**src/rtl/wrr_arbiter.sv**
```systemverilog
// Weighted round-robin arbiter with a registered one-hot grant, encoded grant index
// and per-client burst credit; the last owner is always scanned last.
module wrr_arbiter #(
  parameter int  CLIENTS  = 32,
  parameter int  WEIGHT_W = 4,
  localparam int IDX_W    = $clog2(CLIENTS)
) (
  input  logic                        clock,
  input  logic                        reset_n,
  input  logic [CLIENTS-1:0]          request,
  input  logic [CLIENTS*WEIGHT_W-1:0] weight,
  input  logic                        stall,
  output logic [CLIENTS-1:0]          grant,
  output logic [IDX_W-1:0]            grant_id,
  output logic                        grant_valid
);

  logic [CLIENTS-1:0]  r_grant;
  logic [IDX_W-1:0]    r_grant_id;
  logic                r_grant_valid;
  logic [IDX_W-1:0]    r_owner;
  logic [WEIGHT_W-1:0] r_credit;
  logic                r_stall_rec;

  logic [WEIGHT_W-1:0] w_wt [CLIENTS];
  logic [IDX_W-1:0]    w_idx;
  logic [IDX_W-1:0]    w_winner;
  logic                w_found;
  logic                w_hold;

  function automatic logic [CLIENTS-1:0] onehot(input logic [IDX_W-1:0] idx);
    logic [CLIENTS-1:0] v;
    v      = {CLIENTS{1'b0}};
    v[idx] = 1'b1;
    return v;
  endfunction

  // Unpack the flat weight bus into one field per client.
  always_comb begin
    for (int i = 0; i < CLIENTS; i++) begin
      w_wt[i] = weight[i*WEIGHT_W +: WEIGHT_W];
    end
  end

  // Rotating priority scan starting just after the owner, with the owner itself last.
  always_comb begin
    w_found  = 1'b0;
    w_winner = {IDX_W{1'b0}};
    w_idx    = {IDX_W{1'b0}};
    for (int i = 1; i <= CLIENTS; i++) begin
      w_idx    = IDX_W'((int'(r_owner) + i) % CLIENTS);
      w_winner = (request[w_idx] && !w_found) ? w_idx : w_winner;
      w_found  = w_found | request[w_idx];
    end
  end

  // The stall-recovery flag lets the owner resume its burst although the grant was cleared.
  assign w_hold = (r_grant_valid | r_stall_rec) & request[r_owner] &
                  (r_credit != {WEIGHT_W{1'b0}});

  // Arbitration state and registered outputs.
  always_ff @(posedge clock or negedge reset_n) begin
    if (!reset_n) begin
      r_grant       <= {CLIENTS{1'b0}};
      r_grant_id    <= {IDX_W{1'b0}};
      r_grant_valid <= 1'b0;
      r_owner       <= IDX_W'(CLIENTS - 1);
      r_credit      <= {WEIGHT_W{1'b0}};
      r_stall_rec   <= 1'b0;
    end else if (stall) begin
      r_grant       <= {CLIENTS{1'b0}};
      r_grant_id    <= {IDX_W{1'b0}};
      r_grant_valid <= 1'b0;
      r_stall_rec   <= 1'b1;
    end else begin
      r_stall_rec <= 1'b0;
      if (w_hold) begin
        r_grant       <= onehot(r_owner);
        r_grant_id    <= r_owner;
        r_grant_valid <= 1'b1;
        r_credit      <= r_credit - {{(WEIGHT_W-1){1'b0}}, 1'b1};
      end else if (w_found) begin
        r_grant       <= onehot(w_winner);
        r_grant_id    <= w_winner;
        r_grant_valid <= 1'b1;
        r_owner       <= w_winner;
        r_credit      <= w_wt[w_winner];
      end else begin
        r_grant       <= {CLIENTS{1'b0}};
        r_grant_id    <= {IDX_W{1'b0}};
        r_grant_valid <= 1'b0;
      end
    end
  end

  assign grant       = r_grant;
  assign grant_id    = r_grant_id;
  assign grant_valid = r_grant_valid;

endmodule

```
**config.mk**
```make
export PLATFORM = sky130hd
export DESIGN_NAME = wrr_arbiter
export DESIGN_NICKNAME = d
export VERILOG_FILES = /design/src/rtl/wrr_arbiter.sv
export SDC_FILE = /design/constraint.sdc
export NUM_CORES = 1
export LEC_CHECK = 0
export CORE_ASPECT_RATIO = 1.4
export CORE_MARGIN = 3
export CORE_UTILIZATION = 25
export CTS_CLUSTER_DIAMETER = 60
export DETAILED_ROUTE_END_ITERATION = 16
export GPL_TIMING_DRIVEN = 1
export SLEW_MARGIN = 20
export SYNTH_ARGS = -nofsm -noshare
export SYNTH_HDL_FRONTEND = slang
export SYNTH_SLANG_ARGS = --single-unit
```
**constraint.sdc**
```tcl
create_clock -name clock -period 17.5 [get_ports clock]
set_input_delay 4.375 -clock clock [delete_from_list [all_inputs] [get_ports clock]]
set_output_delay 4.375 -clock clock [all_outputs]
set_load 0.02 [all_outputs]
```
==> results.md <==
* Status: completed
* Worst slew margin at 27.5%
* WL final at 47.5 mm
* Clock transition at path regs at 70 ps
* Crit-path cells: clkdlybuf4s50_1 > mux4_2 > mux4_2 > mux2_2 > or4_1 > nor3b_4 > nand3_2 > nor4_4 > a221o_1 > nor4_1 > a2bb2oi_1 > nand2_1 > nor2_1 > o211ai_1 > and4b_1 > o221ai_1
* Slowest stage delay, CP at 850 ps
* Worst-case clock buffer depth at 2
* Synth Area in Compound Gates at 23.8%
* Register area share after synthesis at 11.7%
* Routed vias at 11,686
* Initial antenna violation count at 0
* Synth Instances at 1,236
* Hold_buf cts at 0
* Setup slack, reg-to-reg at 9250 ps
* # resized after CTS at 0
* Initial Util at 25.4%
* Pre-antenna DRT Iters at 6
* Crit path time final at 10,880 ps
* Share of layout cells above drive strength 1 at 15.3%
* Core box area at 40,500 sq um
* Vias in the first global route at 11,441
* Number of synthesized flops with an enable pin at 0
* Setup Fix Bufs, Post-CTS at 0
* GPL Wtd Cong at 1.04
* Worst-skew pair later-pin latency at 290 ps
* Area Growth Syn to Fin at 25.7%
* Post-synthesis mux area share at 32.9%
* CTS Buf Count at 5
* Vias/cell at 6.12
* Top FF cell, synth: dfrtp_1
* DR iter-0 viols at 1,343
* Port Buffers at 200
* First-pass GRT wire length at 70.8 mm
* Critical Path End Type: flop
* Crit path DAT at 11,080 ps
* Antenna diode count at 0
* RSZ-0062 raised after global routing: false
* Residual DRC at 0
* Largest family of logic cells by synthesized area: multiplexers
* Worst-margin pin slew at 1080 ps
* Max Slew Vio Count at 0
* I/O pin count at 201
* Commonest non-fill, non-tap cell in the layout: clkdlybuf4s50_1
* HP Class: flop to flop
* Die X at 177 um
* Final hold violations at 0
* Largest net degree at the start of global routing at 69
* Ys async rst share at 100%
* Synthesized flop and latch total at 48
* Most frequent cells in the layout: clkdlybuf4s50_1, nor2_1, nand2_1, mux4_2, mux2i_1
* CP Launch Type: primary input
* Worst Path Max Fanout at 17
* Clk_skew at 5.02 ps
* Syn Std Cell Area at 10,300 sq um
* Synth warn at 0
* Setup TNS Final at 0 ps
* Synth Area in Simple Gates at 20.6%
* Clk sinks at 48
* Total grt overflow at 0
* H-tree depth at 2
* CTS tree: done
* Req. time, crit path at 17,700 ps
* Root Driver: clkbuf_16
* Number of max-cap violations at 0
* Site row count at 87
* Area share of fa/ha/maj cells after synthesis at 2.56%
* Final setup fails at 0
* Yosys cell types at 90
* Die area at 43,600 sq um
* Avg Inst Size Synth at 8.32 sq um
* Fin crit share at 62.2%
* Post-Synthesis Net Count at 1,420
* XOR/XNOR Fraction of Synth Area at 2.54%
* Most used cell, CP: mux4_2
* Max Freq at 91.9 MHz
* Drt wl/cell at 24.8 um
* Final ANT Viol Nets at 0
* GRT Total Usage at 20.8%
* Post-detail-place hpwl at 36.6 mm
* Die height at 246 um
* Slowest cell on crit path: a2bb2oi_1
* Setup CP Type: primary input to flop
* Nets at 1,559
[metal layers]
| layer | part of all wire, % | vias to the layer above | wire (um) | track usage [%] |
|---|---|---|---|---|
| li1 | - | 5080 | - | - |
| met5 | 0 | - | 0 | 0 |
| met1 | 35 | 5601 | 16800 | 23.9 |
| met4 | 7.9 | 0 | 3740 | 13.5 |
| met2 | 48 | 811 | 22600 | 35.9 |
| met3 | 9.1 | 194 | 4300 | 3.00 |
[state kept, by name, summed over array words and instances (netlist names)]
name	cells
grant	32
grant_id	5
grant_valid	1
r_credit	4
r_owner	5
r_stall_rec	1
[kinds of logic (layout without fill, tap and decap cells)]
| group | after synthesis | count (layout) |
|---|---|---|
| AO/OA/AOI/OAI | 352 | 352 |
| XOR/XNOR | 29 | 29 |
| adder cells (fa/ha/maj) | 21 | 21 |
| flip-flops | 48 | 48 |
| buffers and inverters | 131 | 271 |
| multiplexers | 221 | 221 |
| AND/OR/NAND/NOR | 434 | 434 |
[cells in the mapped netlist, types with 25 or more instances]
cell type	instances	area share (%)
nand2_1	127	4.6
clkbuf_1	52	1.9
o22ai_1	32	1.9
o21ai_0	49	2.4
mux2_2	43	4.7
mux4_2	88	19
nor2_1	131	4.8
mux2i_1	84	8.2
a21oi_1	65	3.2
dfrtp_1	43	10
nor3_1	36	1.8
a31oi_1	25	1.5
inv_1	27	0.99
[final timing paths]
check / start / cells after the start / end
hold reg to reg: r_credit[3] / 2 / r_credit[3]
max in group asynchronous: reset_n / 1 / grant_id[3]
min in group asynchronous: reset_n / 1 / grant[9]
setup reg to reg: r_owner[3] / 20 / r_credit[0]
hold / removal: r_credit[3] / 2 / r_credit[3]
setup / recovery: request[9] / 16 / r_credit[0]
[stage by stage]
step / utilization, % / instance area, sq um / instances / worst slack [ps] / hold slack, ps
after floorplan: - / 10300 / 1236 / 8640 / 547
after global placement: 31.5 / 12700 / 1902 / 6560 / 584
after detailed placement: 31.5 / 12700 / 1902 / 6390 / 586
after CTS: 31.9 / 12900 / 1910 / 6670 / 601
after global routing: 31.9 / 12900 / 1910 / 6170 / 632
final: 31.9 / 12900 / 1910 / 6620 / 603
[critical path: cells and delay by family]
kind                   cells  cell delay [ps]
buffers and inverters      1              600
AND/OR/NAND/NOR            8             3200
multiplexers               3             1480
AO/OA/AOI/OAI              4             1410
[area by class of cell]
cell class              count  area, sq um
clock buffers               5          125
clock inverters             3         46.3
fillers                  4259        27600
inverters                  30          113
multi-input cells        1057         8510
flip-flops and latches     48         1210
well taps                 534          668
repair buffers            233         2250
Power is left out: the tool's default activity adds up to more than one toggle a clock period on the data nets, which glitch-free logic cannot reach.
